`src/rtl/hacd_pkg.sv`:
```
// Shared types for the hawk ATT lookup handshake: request/response packets,
// ATT entry state encodings and the responder FSM state enum.
package hacd_pkg;

    localparam int HACD_HPPA_W     = 40;
    localparam int HACD_PPA_W      = 40;
    localparam int ATT_ENTRY_BYTES = 8;
    localparam int ATT_ENTRY_SHIFT = $clog2(ATT_ENTRY_BYTES);

    localparam logic [1:0] ATT_UNALLOC    = 2'b00;
    localparam logic [1:0] ATT_MAPPED     = 2'b01;
    localparam logic [1:0] ATT_COMPRESSED = 2'b10;
    localparam logic [1:0] ATT_RSVD       = 2'b11;

    typedef struct packed {
        logic                   lookup;
        logic [HACD_HPPA_W-1:0] hppa;
    } att_lkup_reqpkt_t;

    typedef struct packed {
        logic                  allow_access;
        logic                  tbl_update;
        logic [HACD_PPA_W-1:0] ppa;
    } trnsl_reqpkt_t;

    typedef enum logic [2:0] {
        RSP_IDLE,
        RSP_ISSUE,
        RSP_WAIT_RSP,
        RSP_DECODE,
        RSP_ALLOC,
        RSP_UPD_WAIT,
        RSP_GRANT
    } rsp_state_e;

endpackage

```
`src/rtl/hawk_att_entry_decode.sv`:
```
// Combinational split of a 64-bit ATT entry into state, ppa and an error flag
// for states the responder cannot serve directly (compressed, reserved).
module hawk_att_entry_decode
    import hacd_pkg::*;
#(
    parameter int PPA_W = HACD_PPA_W
) (
    input  logic [63:0]      entry_i,
    output logic [1:0]       state_o,
    output logic [PPA_W-1:0] ppa_o,
    output logic             err_o
);

    logic unused_entry_bits;

    assign state_o = entry_i[63:62];
    assign ppa_o   = entry_i[PPA_W-1:0];
    assign err_o   = (state_o == ATT_COMPRESSED) || (state_o == ATT_RSVD);

    assign unused_entry_bits = ^entry_i[61:PPA_W];

endmodule

```
`src/rtl/hawk_att_lkup_responder.sv`:
```
// Responder for ATT lookups: reads and decodes the entry, allocates on a miss,
// grants access. Define HAWK_ATT_LKUP_CACHE_EN for a one-entry translation cache.
module hawk_att_lkup_responder
    import hacd_pkg::*;
#(
    parameter int          HPPA_W   = HACD_HPPA_W,
    parameter int          PPA_W    = HACD_PPA_W,
    parameter int          MEM_AW   = 64,
    parameter logic [63:0] ATT_BASE = 64'h0
) (
    input  logic              clk_i,
    input  logic              rst_ni,
    input  att_lkup_reqpkt_t  lkup_reqpkt,
    output logic              pgrd_mngr_ready,
    output trnsl_reqpkt_t     trnsl_reqpkt,
    output logic              mem_rd_req_valid,
    input  logic              mem_rd_req_ready,
    output logic [MEM_AW-1:0] mem_rd_addr,
    input  logic              mem_rd_rsp_valid,
    input  logic [63:0]       mem_rd_rsp_data,
    input  logic              free_head_valid,
    input  logic [PPA_W-1:0]  free_head_ppa,
    input  logic              tbl_update_done,
    output logic              decode_err
);

    rsp_state_e        state_q, state_d;
    logic              ready_q, ready_d;
    logic              req_valid_q, req_valid_d;
    logic [MEM_AW-1:0] addr_q, addr_d;
    logic [63:0]       entry_q, entry_d;
    logic              allow_q, allow_d;
    logic              upd_q, upd_d;
    logic [PPA_W-1:0]  ppa_q, ppa_d;
    logic              decode_err_q, decode_err_d;

    logic [HPPA_W-1:0] req_hppa;
    logic [MEM_AW-1:0] entry_addr;
    logic [1:0]        dec_state;
    logic [PPA_W-1:0]  dec_ppa;
    logic              dec_err;

`ifdef HAWK_ATT_LKUP_CACHE_EN
    logic [HPPA_W-1:0] hppa_q, hppa_d;
    logic              cache_valid_q, cache_valid_d;
    logic [HPPA_W-1:0] cache_tag_q, cache_tag_d;
    logic [PPA_W-1:0]  cache_ppa_q, cache_ppa_d;
    logic              cache_hit;
`endif

    assign req_hppa   = lkup_reqpkt.hppa;
    // Address wraps silently at MEM_AW bits; the ATT is assumed to fit.
    assign entry_addr = MEM_AW'(ATT_BASE) + (MEM_AW'(req_hppa) << ATT_ENTRY_SHIFT);

    hawk_att_entry_decode #(
        .PPA_W (PPA_W)
    ) u_entry_decode (
        .entry_i (entry_q),
        .state_o (dec_state),
        .ppa_o   (dec_ppa),
        .err_o   (dec_err)
    );

`ifdef HAWK_ATT_LKUP_CACHE_EN
    assign cache_hit = cache_valid_q && (cache_tag_q == req_hppa);
`endif

    always_comb begin
        // NOTE: every *_d gets a default first so no path can infer a latch.
        state_d      = state_q;
        ready_d      = ready_q;
        req_valid_d  = req_valid_q;
        addr_d       = addr_q;
        entry_d      = entry_q;
        allow_d      = allow_q;
        upd_d        = upd_q;
        ppa_d        = ppa_q;
        decode_err_d = 1'b0;
`ifdef HAWK_ATT_LKUP_CACHE_EN
        hppa_d        = hppa_q;
        cache_valid_d = cache_valid_q;
        cache_tag_d   = cache_tag_q;
        cache_ppa_d   = cache_ppa_q;
`endif

        unique case (state_q)
            RSP_IDLE: begin
                ready_d = 1'b1;
                if (lkup_reqpkt.lookup) begin
                    ready_d = 1'b0;
`ifdef HAWK_ATT_LKUP_CACHE_EN
                    hppa_d  = req_hppa;
                    if (cache_hit) begin
                        allow_d = 1'b1;
                        ppa_d   = cache_ppa_q;
                        state_d = RSP_GRANT;
                    end else
`endif
                    begin
                        req_valid_d = 1'b1;
                        addr_d      = entry_addr;
                        state_d     = RSP_ISSUE;
                    end
                end
            end
            RSP_ISSUE: begin
                if (mem_rd_req_ready) begin
                    req_valid_d = 1'b0;
                    addr_d      = '0;
                    state_d     = RSP_WAIT_RSP;
                end
            end
            RSP_WAIT_RSP: begin
                if (mem_rd_rsp_valid) begin
                    entry_d = mem_rd_rsp_data;
                    state_d = RSP_DECODE;
                end
            end
            RSP_DECODE: begin
                if (dec_state == ATT_MAPPED) begin
                    allow_d = 1'b1;
                    ppa_d   = dec_ppa;
                    state_d = RSP_GRANT;
                end else begin
                    // Compressed/reserved entries fall back to a fresh allocation.
                    decode_err_d = dec_err;
                    state_d      = RSP_ALLOC;
                end
            end
            RSP_ALLOC: begin
                if (free_head_valid) begin
                    upd_d   = 1'b1;
                    ppa_d   = free_head_ppa;
                    state_d = RSP_UPD_WAIT;
                end
            end
            RSP_UPD_WAIT: begin
                if (tbl_update_done) begin
                    upd_d   = 1'b0;
                    allow_d = 1'b1;
                    state_d = RSP_GRANT;
                end
            end
            RSP_GRANT: begin
                if (!lkup_reqpkt.lookup) begin
                    allow_d = 1'b0;
                    ppa_d   = '0;
                    ready_d = 1'b1;
                    state_d = RSP_IDLE;
                end
            end
            default: state_d = RSP_IDLE;
        endcase

`ifdef HAWK_ATT_LKUP_CACHE_EN
        if (state_d == RSP_GRANT && state_q != RSP_GRANT) begin
            cache_valid_d = 1'b1;
            cache_tag_d   = hppa_d;
            cache_ppa_d   = ppa_d;
        end
        // Invalidation wins over a same-cycle fill: freshly allocated pages are not cached.
        if (tbl_update_done) cache_valid_d = 1'b0;
`endif
    end

    // NOTE: state registers use non-blocking assignments so every flop samples pre-edge values.
    always_ff @(posedge clk_i or negedge rst_ni) begin
        if (!rst_ni) begin
            state_q      <= RSP_IDLE;
            ready_q      <= 1'b0;
            req_valid_q  <= 1'b0;
            addr_q       <= '0;
            entry_q      <= '0;
            allow_q      <= 1'b0;
            upd_q        <= 1'b0;
            ppa_q        <= '0;
            decode_err_q <= 1'b0;
        end else begin
            state_q      <= state_d;
            ready_q      <= ready_d;
            req_valid_q  <= req_valid_d;
            addr_q       <= addr_d;
            entry_q      <= entry_d;
            allow_q      <= allow_d;
            upd_q        <= upd_d;
            ppa_q        <= ppa_d;
            decode_err_q <= decode_err_d;
        end
    end

`ifdef HAWK_ATT_LKUP_CACHE_EN
    always_ff @(posedge clk_i or negedge rst_ni) begin
        if (!rst_ni) begin
            hppa_q        <= '0;
            cache_valid_q <= 1'b0;
            cache_tag_q   <= '0;
            cache_ppa_q   <= '0;
        end else begin
            hppa_q        <= hppa_d;
            cache_valid_q <= cache_valid_d;
            cache_tag_q   <= cache_tag_d;
            cache_ppa_q   <= cache_ppa_d;
        end
    end
`endif

    assign pgrd_mngr_ready           = ready_q;
    assign mem_rd_req_valid          = req_valid_q;
    assign mem_rd_addr               = addr_q;
    assign decode_err                = decode_err_q;
    assign trnsl_reqpkt.allow_access = allow_q;
    assign trnsl_reqpkt.tbl_update   = upd_q;
    assign trnsl_reqpkt.ppa          = ppa_q;

endmodule

```
`config.mk`:
```
export PLATFORM = sky130hd
export DESIGN_NAME = hawk_att_lkup_responder
export DESIGN_NICKNAME = d
export VERILOG_FILES = /design/src/rtl/hacd_pkg.sv /design/src/rtl/hawk_att_entry_decode.sv /design/src/rtl/hawk_att_lkup_responder.sv
export SDC_FILE = /design/constraint.sdc
export NUM_CORES = 1
export LEC_CHECK = 0
export ABC_AREA = 1
export CAP_MARGIN = 20
export CELL_PAD_IN_SITES_DETAIL_PLACEMENT = 0
export CELL_PAD_IN_SITES_GLOBAL_PLACEMENT = 1
export CORE_ASPECT_RATIO = 1.5
export CORE_UTILIZATION = 25
export CTS_CLUSTER_SIZE = 20
export DETAILED_ROUTE_END_ITERATION = 8
export PLACE_DENSITY_LB_ADDON = 0.08
export RECOVER_POWER = 25
export SLEW_MARGIN = 5
export SYNTH_ARGS = -nofsm -noshare
export SYNTH_HDL_FRONTEND = slang
export SYNTH_SLANG_ARGS = --single-unit
```
`constraint.sdc`:
```
create_clock -name clk_i -period 1.8 [get_ports clk_i]
set_clock_uncertainty 0.2 [all_clocks]
set_input_delay 0.27 -clock clk_i [delete_from_list [all_inputs] [get_ports clk_i]]
set_output_delay 0.27 -clock clk_i [all_outputs]
set_load 0.03 [all_outputs]
```
Word-level counts from Yosys, hierarchy flattened
Index checks and enable logic that the tools add are counted.
{"block": "word_totals", "register_bits": 176, "output_inout_bits": 109, "word_cells": 69}
{"block": "classes", "eq_ne": 16, "muxes": 30, "reduce_logical": 14}
{"op": "$mux W64", "n": 2}
{"op": "$pmux W64 S2", "n": 1}
{"op": "$mux W40", "n": 3}
{"op": "$pmux W40 S3", "n": 1}
{"op": "$pmux W3 S7", "n": 1}
{"op": "$mux W3", "n": 6}
{"op": "$ne A2 B2 Y1 const B", "n": 7}
{"op": "$mux W1", "n": 11}
{"op": "$eq A3 B3 Y1 const B", "n": 3}
{"op": "$reduce_and A4 Y1", "n": 2}
{"op": "$eq A3 B2 Y1 const B", "n": 2}
{"op": "$pmux W1 S2", "n": 3}
{"op": "$reduce_and A3 Y1", "n": 2}
{"op": "$reduce_and A6 Y1", "n": 1}
{"op": "$reduce_bool A2 Y1", "n": 3}
{"op": "$reduce_bool A3 Y1", "n": 2}
{"op": "$eq A2 B2 Y1 const B", "n": 2}
{"op": "$reduce_and A2 Y1", "n": 2}
{"op": "$eq A3 B1 Y1 const B", "n": 1}
{"op": "$logic_not A3 Y1", "n": 1}
{"op": "$pmux W1 S3", "n": 1}
{"op": "$eq A2 B1 Y1 const B", "n": 1}
{"op": "$mux W2", "n": 1}
{"op": "$logic_or A1 B1 Y1", "n": 1}

Longest topological paths before layout
Gate-level depths: netlist of the first run.
{"block": "logic_depth", "ltp_word": 4, "depth_mapped": 9, "mapped_depth_nobuf": 8}

Modules after synthesis
Synthesis of the first run repeated with hierarchy kept, for this count alone.
{"block": "unflattened", "hier_cells": 893, "area_unflattened_um2": 7214.4}
{"mod": "hawk_att_lkup_responder", "instances": 1, "cells_per_inst": 850, "area_each_um2": 6895.4}
{"mod": "hawk_att_entry_decode", "instances": 1, "cells_per_inst": 43, "area_each_um2": 319.1}

Worst setup path after synthesis of the first run
OpenSTA, ideal clock, no wires.
{"block": "synth_path", "path_type": "reg2reg", "start": "reg state_q[1]", "end": "reg ppa_q[15]", "t_arrival_ns": 1.243, "slack_ns": 0.291, "stages_incl_launch_ff": 10, "n_path_buf": 2, "period_less_slack_ns": 1.509, "cell_sequence": "dfrtp_1 buf_6 nor2_4 nand2_2 o21ai_2 inv_4 nand2_4 buf_6 nand2_1 nand2_1"}
{"block": "synth_between", "elab_chain_cells": 3}
{"element": "start: declaration", "line_no": "hawk_att_lkup_responder.sv:27", "rtl": "rsp_state_e state_q, state_d;"}
{"element": "start signal: assignment", "line_no": "hawk_att_lkup_responder.sv:179", "rtl": "state_q <= state_d;"}
{"element": "$eq A3 B2 Y1 or $eq A3 B3 Y1 (tied branches)", "line_no": "hawk_att_lkup_responder.sv:86", "rtl": "unique case (state_q)"}
{"element": "$ne A2 B2 Y1 (no line) or $reduce_bool A3 Y1 (tied branches)"}
{"element": "$reduce_and A4 Y1 (no line)"}
{"element": "end signal: assignment", "line_no": "hawk_att_lkup_responder.sv:186", "rtl": "ppa_q <= ppa_d;"}
{"element": "end: declaration", "line_no": "hawk_att_lkup_responder.sv:34", "rtl": "logic [PPA_W-1:0] ppa_q, ppa_d;"}
Several ways; a longest one is shown, not always the timed one.
A chain may end at the register's enable or synchronous reset.

Worst setup path in the final report of the first run
{"block": "layout_path", "start": "reg ppa_q[4]", "end": "out trnsl_reqpkt[4] (netlist bit)"}
{"element": "end: declaration", "line_no": "hawk_att_lkup_responder.sv:15", "rtl": "output trnsl_reqpkt_t trnsl_reqpkt,"}
No word-level cell between the ends.

==> summary.txt, run 1 <==
clock sinks = 130
largest net degree at the start of global routing = 85
pwr/cell area = 1620 mW/mm^2
Buffers on Ports = 213
final hold vios = 0
CP arrival = 1.23 ns
Pwr Total = 14.8 mW
fin. max-slew vios = 0
critical-path cell list = dlygate4sd2_1
initial antenna violation count = 1
Mapped Cells = 745
FP Rows = 70
Worst path top cell family by delay = buffers and inverters
maximum root-to-sink buffer count = 2
unrepaired setup endpoints after global routing = false
slew margin rel. = 0.526
Slew @ Worst Pin = 0.711 ns
status = completed
Clock Root Buffer = clkbuf_16
Max Freq = 589 MHz
GPL Wtd Cong = 0.712
critical path type = reg -> out
area added between synthesis and finish = 47.4%
ant diodes = 0
CTS tree = done
H-tree depth = 4
drc violations = 0
CP max stage delay = 0.48 ns
Critical Path End Type = primary output
largest family of logic cells by synthesized area = simple AND/OR/NAND/NOR gates
part of the cycle the worst path needs = 0.943
vias per cell = 3.98
mux share of post-synthesis cell area = 0
Yosys cell types = 26
I/O Pins = 260
Post-DP HPWL = 12900 um
clock transition at the registers of the reported paths = 0.06 ns
WP buf/inv = 1
vias in the first global route = 5053
Routed WL = 17900 um
Detail Route Antenna Nets = 0
Max-Cap Viols = 0
Num CTS Buffers = 17
cell taking the most area after synthesis = dfrtp_1
sequential-to-total area share from yosys stat = 0.527
dominant cells by area after synthesis = dfrtp_1 53%, nand2_1 16%, inv_1 5.3%
fillers = 2672
die width = 130 um
die height = 195 um
Total Routing Usage GR = 0.148
#FFs+latches synth = 130
Synth Cell Area = 0.00618 mm^2
CP max stage cell = dlygate4sd2_1
WP data required = 1.33 ns
wire per inst = 13.7 um
core area = 0.0243 mm^2
DR vias = 5165
insertion delay to the later sink of the worst-skew pair = 0.41 ns
top cell type's share of synthesized area = 0.527
adder and majority cell fraction of the synthesized area = 0
first-pass GRT wire length = 28100 um
Worst Hold Class = in -> async
layout cells sized above 1 = 0.105
Leak Pwr = 4.74 nW
fin nets = 1113
Avg Cell Area, Syn = 8.29 um^2
DRT iter0 DRCs = 124
Compound-Gate Fraction of Synth Area = 0.0916
Synthesis Warnings = 0
worst vdd ir = 735 uV
crit path launch type = register
CP Max Fanout = 2
Die Area = 0.0253 mm^2
Final Setup Violations = 0
first-pass iteration count of the detailed router = 4
Post-Synth XOR/XNOR Area = 0
GRT overflow = 0
Final min period = 1.70 ns
simple-gate area share of the yosys netlist = 0.248
Initial Util = 0.254
Min Hold Slack = 0.125 ns
[per-layer routing]
layer  GRT usage  up-vias  share of wire
li1            -     2671              -
met3      0.0512       13          0.072
met1       0.167     2327           0.40
met4      0.0477        2          0.013
met2       0.256      152           0.51
met5           0        -        0.00073
[cell usage after synthesis]
| cell type | number |
|---|---|
| o21ai_0 | 47 |
| clkbuf_1 | 2 |
| nor2_2 | 3 |
| inv_2 | 4 |
| a21oi_1 | 11 |
| buf_4 | 34 |
| conb_1 | 1 |
| nand2_4 | 4 |
| nand2_1 | 271 |
| nand4_2 | 1 |
| o21ai_4 | 1 |
| nand2_2 | 11 |
| dfrtp_1 | 130 |
| and2_1 | 1 |
| buf_6 | 10 |
| nor2_4 | 1 |
| inv_4 | 2 |
| buf_2 | 18 |
| nor2_1 | 13 |
| inv_1 | 88 |
| nand3_1 | 53 |
| o21ai_1 | 15 |
| nand4_1 | 1 |
| nor2_8 | 1 |
| nand3_2 | 1 |
| o21ai_2 | 21 |
[area by class of cell]
type	count	area, um^2	area share
Multi-Input combinational cell	480	2190	0.240
Tap cell	324	405	0.0445
Inverter	94	358	0.0393
Clock buffer	26	479	0.0526
Clock inverter	6	55.1	0.00605
Sequential cell	130	3260	0.358
Timing Repair Buffer	239	2370	0.260
[kinds of logic (layout without fill, tap and decap cells)]
| logic type | after synthesis | after routing |
|---|---|---|
| DFF | 130 | 130 |
| AOI/OAI and AO/OA | 95 | 95 |
| other | 1 | 24 |
| and+or+nand+nor | 361 | 361 |
| buffers and inverters | 158 | 365 |
[sequential cells by signal, indices dropped and copies added (netlist names)]
name and count:
state_q 3, ppa_q 40, mem_rd_addr 40, upd_q 1
decode_err 1, entry_q 42, pgrd_mngr_ready 1, mem_rd_req_valid 1
allow_q 1
[worst paths after layout]
check	start	to	slack (ns)	cells past startpoint
max reg2reg	state_q[0]$_DFFE_PN0P_	ppa_q[24]$_DFFE_PN0P_	0.12	8
max in group asynchronous	rst_ni	entry_q[10]$_DFFE_PN0P_	0.27	3
max	ppa_q[4]$_DFFE_PN0P_	trnsl_reqpkt[4]	0.10	1
min reg2reg	ppa_q[3]$_DFFE_PN0P_	ppa_q[3]$_DFFE_PN0P_	0.26	2
min	rst_ni	pgrd_mngr_ready$_DFFE_PN0P_	0.13	2
min in group clk_i	mem_rd_rsp_data[32]	entry_q[32]$_DFFE_PN0P_	0.19	3
[where the power goes]
part           leakage (nW)  internal, mW  switching [mW]
clock network         0.266          1.96            1.23
registers              1.64          4.15           0.647
logic                  2.84          2.47            4.32
[what timing repair did]
action | in CTS | in global routing
endpoints found under the setup margin | 85 | 53
hold buffers | 1 | 0
setup buffers | 0 | 0
hold endpoints to repair | 130 | 0
gates resized for setup | 85 | 2
[cells in the final DEF (no fill, tap or decap), types with 2 or more instances in the layout]
master	synthesis	routed
nor2_2	3	3
inv_2	4	4
clkbuf_16	0	17
o21ai_2	21	21
nand2_2	11	11
dlygate4sd2_1	0	85
inv_4	2	2
nand2_1	271	271
o21ai_1	15	15
clkbuf_8	0	2
dfrtp_2	0	2
nor2_1	13	13
clkdlybuf4s50_1	0	127
clkinv_2	0	5
nand2_4	4	4
clkbuf_2	0	2
dfrtp_1	130	128
nand3_1	53	53
o21ai_0	47	47
conb_1	1	24
buf_4	34	9
inv_1	88	88
clkbuf_1	2	8
buf_12	0	12
a21oi_1	11	11
[metrics by stage]
stage	setup WS [ns]	utilization	instances	setup TNS, ns	area [um^2]
final	0.102	0.374	1299	0	9100
after global routing	0.00686	0.374	1299	0	9100
after CTS	0.0622	0.376	1299	0	9150
after detailed placement	-0.0437	0.358	1266	-0.572	8710
after global placement	-0.0427	0.358	1266	-0.759	8710
after floorplan	0.291	-	768	0	6260
Note: power is estimated with default switching activity, not from simulation.
==> inputs of run 2 (changes only) <==
- CTS_CLUSTER_DIAMETER: unset -> 100
- SKIP_CTS_REPAIR_TIMING: unset -> 1
==> run 2 against run 1 <==
Against the previous run: flip-flop and latch count stayed put; worst setup slack better by 0.021 ns; die area stayed put; global-route usage hardly changed; first-iteration DRC count is 7.3% higher; design area is 3.5% higher; critical path depth is 7 higher; combinational power is 6.2% higher; register-to-register slack hardly changed; sequential power hardly changed; count of clock-buffer cells in the layout stayed put; hold slack better by 0.0026 ns; largest power group unchanged.
==> summary.txt, run 2 (synthesized netlist as in run 1, its figures left out) <==
maximum root-to-sink buffer count = 2 (unchanged)
drc violations = 0 (unchanged)
critical-path cell list = nor2_4 -> nand2_2 -> o21ai_2 -> inv_4 -> nand2_4 -> buf_12 -> nand2_1 -> nand2_1
Total Routing Usage GR = 0.147 (-0.000289)
critical path type = reg -> reg
first-pass iteration count of the detailed router = 4 (unchanged)
CP Launch Point = state_q[0]$_DFFE_PN0P_
FP Rows = 70 (unchanged)
part of the cycle the worst path needs = 0.931 (-0.0119)
initial antenna violation count = 1 (unchanged)
final hold vios = 0 (unchanged)
Max-Cap Viols = 0 (unchanged)
H-tree depth = 4 (unchanged)
clock transition at the registers of the reported paths = 0.06 ns (about the same)
max layer used = met5
Design Area, Final = 0.00942 mm^2 (+3.5%)
origin of the critical flop-to-flop path = state_q[0]$_DFFE_PN0P_
fillers = 2630 (-1.6%)
insertion delay to the later sink of the worst-skew pair = 0.41 ns (about the same)
vias per cell = 3.98 (+0.21%)
most common cell after layout, fill and taps aside = nand2_1
Final Setup Violations = 0 (unchanged)
GRT overflow = 0 (unchanged)
Buffers on Ports = 213 (unchanged)
Worst path top cell family by delay = simple AND/OR/NAND/NOR gates
vias in the first global route = 5056 (+0.059%)
DRT iter0 DRCs = 133 (+7.3%)
Clock Root Buffer = clkbuf_16
Leak Pwr = 5.65 nW (+19%)
Detail Route Antenna Nets = 0 (unchanged)
Num CTS Buffers = 17 (unchanged)
critical path's most frequent cell = nand2_1
most frequent cells in the layout = 271 x nand2_1, 128 x dfrtp_1, 127 x clkdlybuf4s50_1, 88 x inv_1, 85 x dlymetal6s2s_1
Initial Util = 0.254 (unchanged)
worst vdd ir = 739 uV (+0.63%)
Critical Path End Type = register
WP buf/inv = 2 (+1)
crit path launch type = register
layout cells sized above 1 = 0.105 (unchanged)
CP Max Fanout = 21 (+19)
Routed WL = 18000 um (+0.91%)
Die Area = 0.0253 mm^2 (unchanged)
Final WS setup = 0.123 ns (+0.0214 ns)
first-pass GRT wire length = 28000 um (about the same)
DR vias = 5176 (+0.21%)
die height = 195 um (unchanged)
Worst Hold Class = in -> async
Final min period = 1.68 ns (-0.0214 ns)
Pwr Total = 15.2 mW (+2.8%)
CP max stage delay = 0.47 ns (about the same)
Slew @ Worst Pin = 0.712 ns (+0.00123 ns)
flip-flop count of the largest register after layout = 42 (unchanged)
die width = 130 um (unchanged)
dpl cell area = 0.00871 mm^2 (unchanged)
Top reg by flops = entry_q
status = completed
slew margin rel. = 0.525 (-0.000819)
largest net degree at the start of global routing = 85 (unchanged)
met2 wire length = 9290 um (+1.3%)
GPL Wtd Cong = 0.712 (unchanged)
fin nets = 1113 (unchanged)
met1 wire length = 7200 um (+0.74%)
I/O Pins = 260 (unchanged)
ant diodes = 0 (unchanged)
unrepaired setup endpoints after global routing = false
Post-DP HPWL = 12900 um (unchanged)
fin. max-slew vios = 0 (unchanged)
wire per inst = 13.9 um (+0.91%)
Place WS = -0.0437 ns (unchanged)
clock sinks = 130 (unchanged)
WP data required = 1.95 ns (+0.62 ns)
met3 routed WL = 1280 um (-0.77%)
CP arrival = 1.83 ns (+0.60 ns)
area added between synthesis and finish = 52.6%
core area = 0.0243 mm^2 (unchanged)
pwr/cell area = 1610 mW/mm^2 (-0.64%)
CP max stage cell = dfrtp_1
Max Freq = 596 MHz (+1.3%)
CTS tree = done
==> run 2: path summary, 6_finish.rpt <==
kind | to | slack (ns) | depth (start not counted)
worst max-delay path | ppa_q[24]$_DFFE_PN0P_ | 0.12 | 8
worst min-delay path | mem_rd_addr[27]$_DFFE_PN0P_ | 0.13 | 2
worst max register to register | ppa_q[24]$_DFFE_PN0P_ | 0.12 | 8
worst min register to register | ppa_q[1]$_DFFE_PN0P_ | 0.26 | 2
max in group asynchronous | entry_q[10]$_DFFE_PN0P_ | 0.26 | 3
min in group clk_i | entry_q[32]$_DFFE_PN0P_ | 0.19 | 3
==> run 2: power by group <==
| group | internal (mW) | switching, mW |
|---|---|---|
| Combinational | 2.88 | 4.33 |
| Sequential | 4.15 | 0.649 |
| Clock | 1.96 | 1.23 |
==> run 2: area by class of cell <==
class	instances	area [um^2]	share of cell area
flip-flops and latches	130	3260	0.345
repair buffers	239	2690	0.285
multi-input cells	480	2190	0.232
clock buffers	26	479	0.0508
well taps	324	405	0.0430
inverters	94	358	0.0380
clock inverters	6	55.1	0.00584
==> run 2: metrics by stage <==
step	TNS, ns	util	std cells	hold slack, ns
after floorplan	0	-	768	-0.226
after global placement	-0.759	0.358	1266	0.0253
after detailed placement	-0.572	0.358	1266	0.0280
after CTS	-12.44	0.380	1298	-0.423
after global routing	0	0.387	1299	0.133
final	0	0.387	1299	0.128
==> run 2: layer usage <==
metal | GRT usage | up-vias
li1 | - | 2671
met1 | 0.166 | 2340
met2 | 0.255 | 150
met3 | 0.0512 | 13
met4 | 0.0477 | 2
met5 | 0 | -
==> inputs of run 3 (changes only) <==
- HOLD_SLACK_MARGIN: unset -> 0.03
- SETUP_SLACK_MARGIN: unset -> 0.15
==> run 3 against run 2 <==
Against the previous run: fmax is 1.0% lower; register-to-register slack worse by 0.02 ns; critical path type unchanged; worst setup slack worse by 0.017 ns; core utilization is 3.1 points higher; total power is 11% higher; flip-flop and latch count stayed put; non-clock buffer count is 30 higher; first-iteration DRC count is 6.0% lower.
==> summary.txt, run 3 (synthesized netlist as in run 1, its figures left out) <==
maximum root-to-sink buffer count = 2 (unchanged)
fin nets = 1144 (+2.8%)
Clock Root Buffer = clkbuf_16
R2R Setup Slk = 0.11 ns (-0.02 ns)
H-tree depth = 4 (unchanged)
CP max stage cell = dfrtp_2
reg-to-reg critical path endpoint = entry_q[6]$_DFFE_PN0P_
clock transition at the registers of the reported paths = 0.06 ns (about the same)
Worst Hold Class = in -> async
Internal = 9.90 mW (+10%)
CP max stage delay = 0.44 ns (-0.03 ns)
Leak Pwr = 5.98 nW (+5.9%)
pwr/cell area = 1650 mW/mm^2 (+2.2%)
core area = 0.0243 mm^2 (unchanged)
Flop pwr share = 0.288 (-0.028)
wire per inst = 16.4 um (+18%)
Final Setup Violations = 0 (unchanged)
Detail Route Antenna Nets = 0 (unchanged)
Total Routing Usage GR = 0.147 (unchanged)
worst reg2reg path depth = 8 (unchanged)
most frequent cells in the layout = 264 x nand2_1, 127 x dfrtp_1, 127 x clkdlybuf4s50_1, 87 x inv_1, 85 x dlymetal6s2s_1
Comb pwr share = 0.521 (+0.047)
Die Area = 0.0253 mm^2 (unchanged)
Min Hold Slack = 0.129 ns (+0.000602 ns)
first-pass GRT wire length = 28000 um (unchanged)
dpl cell area = 0.00871 mm^2 (unchanged)
largest net degree at the start of global routing = 85 (unchanged)
vias in the first global route = 5056 (unchanged)
layout cells sized above 1 = 0.163 (+0.0584)
I/O Pins = 260 (unchanged)
critical path's most frequent cell = buf_12
Max-Cap Viols = 0 (unchanged)
CTS tree = done
most common cell after layout, fill and taps aside = nand2_1
Final min period = 1.69 ns (+0.0169 ns)
Critical Path End Type = register
crit path launch type = register
ant diodes = 0 (unchanged)
area added between synthesis and finish = 65.0%
Design Area, Final = 0.0102 mm^2 (+8.1%)
Initial Util = 0.254 (unchanged)
Sw Share = 0.411 (+0.00181)
die height = 195 um (unchanged)
vias per cell = 4.08 (+2.4%)
drc violations = 0 (unchanged)
Max Freq = 591 MHz (-1.0%)
clock share of power = 0.191 (-0.019)
Sum Neg Setup Slack = 0 ns (unchanged)
Post-DP HPWL = 12900 um (unchanged)
FP Rows = 70 (unchanged)
clock sinks = 130 (unchanged)
insertion delay to the later sink of the worst-skew pair = 0.41 ns (about the same)
GPL Wtd Cong = 0.712 (unchanged)
Psw = 6.90 mW (+11%)
Pwr Total = 16.8 mW (+11%)
critical-path cell list = buf_6 -> inv_4 -> nor2_4 -> buf_12 -> nand3_4 -> buf_12 -> nand2_1 -> o21ai_0
Slew @ Worst Pin = 0.713 ns (+0.000143 ns)
critical path type = reg -> reg
part of the cycle the worst path needs = 0.941 (+0.00940)
fin. max-slew vios = 0 (unchanged)
WP data required = 1.89 ns (-0.06 ns)
Top reg by flops = entry_q
unrepaired setup endpoints after global routing = true
die width = 130 um (unchanged)
status = completed
final hold vios = 0 (unchanged)
slew margin rel. = 0.525 (about the same)
Num CTS Buffers = 17 (unchanged)
origin of the critical flop-to-flop path = state_q[1]$_DFFE_PN0P_
DRT iter0 DRCs = 125 (-6.0%)
first-pass iteration count of the detailed router = 4 (unchanged)
DR vias = 5425 (+4.8%)
flip-flop count of the largest register after layout = 42 (unchanged)
worst vdd ir = 839 uV (+14%)
initial antenna violation count = 1 (unchanged)
CP arrival = 1.78 ns (-0.05 ns)
CP Max Fanout = 10 (-52%)
Routed WL = 21800 um (+21%)
Buffers on Ports = 213 (unchanged)
GRT overflow = 0 (unchanged)
[run 3: changes by cell type in the layout (fill, tap and decap cells not counted), moves of 4 or more]
cell | previous run | this run
nand2_2 | 11 | 15
nand2_1 | 271 | 264
buf_4 | 9 | 14
o21ai_2 | 21 | 35
o21ai_0 | 47 | 26
buf_6 | 1 | 6
o21ai_1 | 15 | 21
clkbuf_16 | 17 | 31
buf_12 | 12 | 16
nor2_1 | 13 | 7
[run 3: layout make-up]
type,count,area [um^2]
clock buffers,26,479
clock inverters,6,55.1
fillers,2578,14200
inverters,94,373
multi-input cells,481,2370
flip-flops and latches,130,3260
well taps,324,405
repair buffers,269,3250
[run 3: worst max path at each step]
stage / from / depth (start not counted) / slack, ns / to
floorplan: state_q[1]$_DFFE_PN0P_ / 9 / 0.29 / ppa_q[15]$_DFFE_PN0P_
global placement: lkup_reqpkt[40] / 8 / -0.04 / ppa_q[15]$_DFFE_PN0P_
detailed placement: lkup_reqpkt[40] / 8 / -0.04 / ppa_q[25]$_DFFE_PN0P_
CTS: upd_q$_DFFE_PN0P_ / 1 / -0.20 / trnsl_reqpkt[40]
global route: state_q[0]$_DFFE_PN0P_ / 8 / 0.04 / ppa_q[23]$_DFFE_PN0P_
finish: state_q[1]$_DFFE_PN0P_ / 8 / 0.11 / entry_q[6]$_DFFE_PN0P_
[run 3: metal layers]
layer / global-route usage / up-vias / wire (um)
met4: 0.0477 / 2 / 234
met5: 0 / - / 13
met2: 0.255 / 148 / 12000
met3: 0.0512 / 13 / 1250
li1: - / 2739 / -
met1: 0.166 / 2523 / 8250
[run 3: power groups by stage]
stage	registers (mW)	logic (mW)	clock network (mW)
floorplan	6.18	3.28	0
global placement	4.87	7.45	0
detailed placement	4.88	7.47	0
CTS	4.85	7.50	3.33
global route	4.99	9.50	3.45
finish	4.83	8.75	3.21
[run 3: per-stage QoR]
step | utilization | setup slack [ns] | cells
after floorplan | - | 0.291 | 768
after global placement | 0.358 | -0.0427 | 1266
after detailed placement | 0.358 | -0.0437 | 1266
after CTS | 0.380 | -0.205 | 1298
after global routing | 0.418 | 0.0400 | 1330
final | 0.418 | 0.107 | 1330
[run 3: worst max-delay path: cells and delay by family (launching register included)]
| family | cells | cell delay [ns] |
|---|---|---|
| flip-flops | 1 | 0.44 |
| AND/OR/NAND/NOR | 3 | 0.34 |
| AO/OA/AOI/OAI | 1 | 0.07 |
| buffers and inverters | 4 | 0.51 |
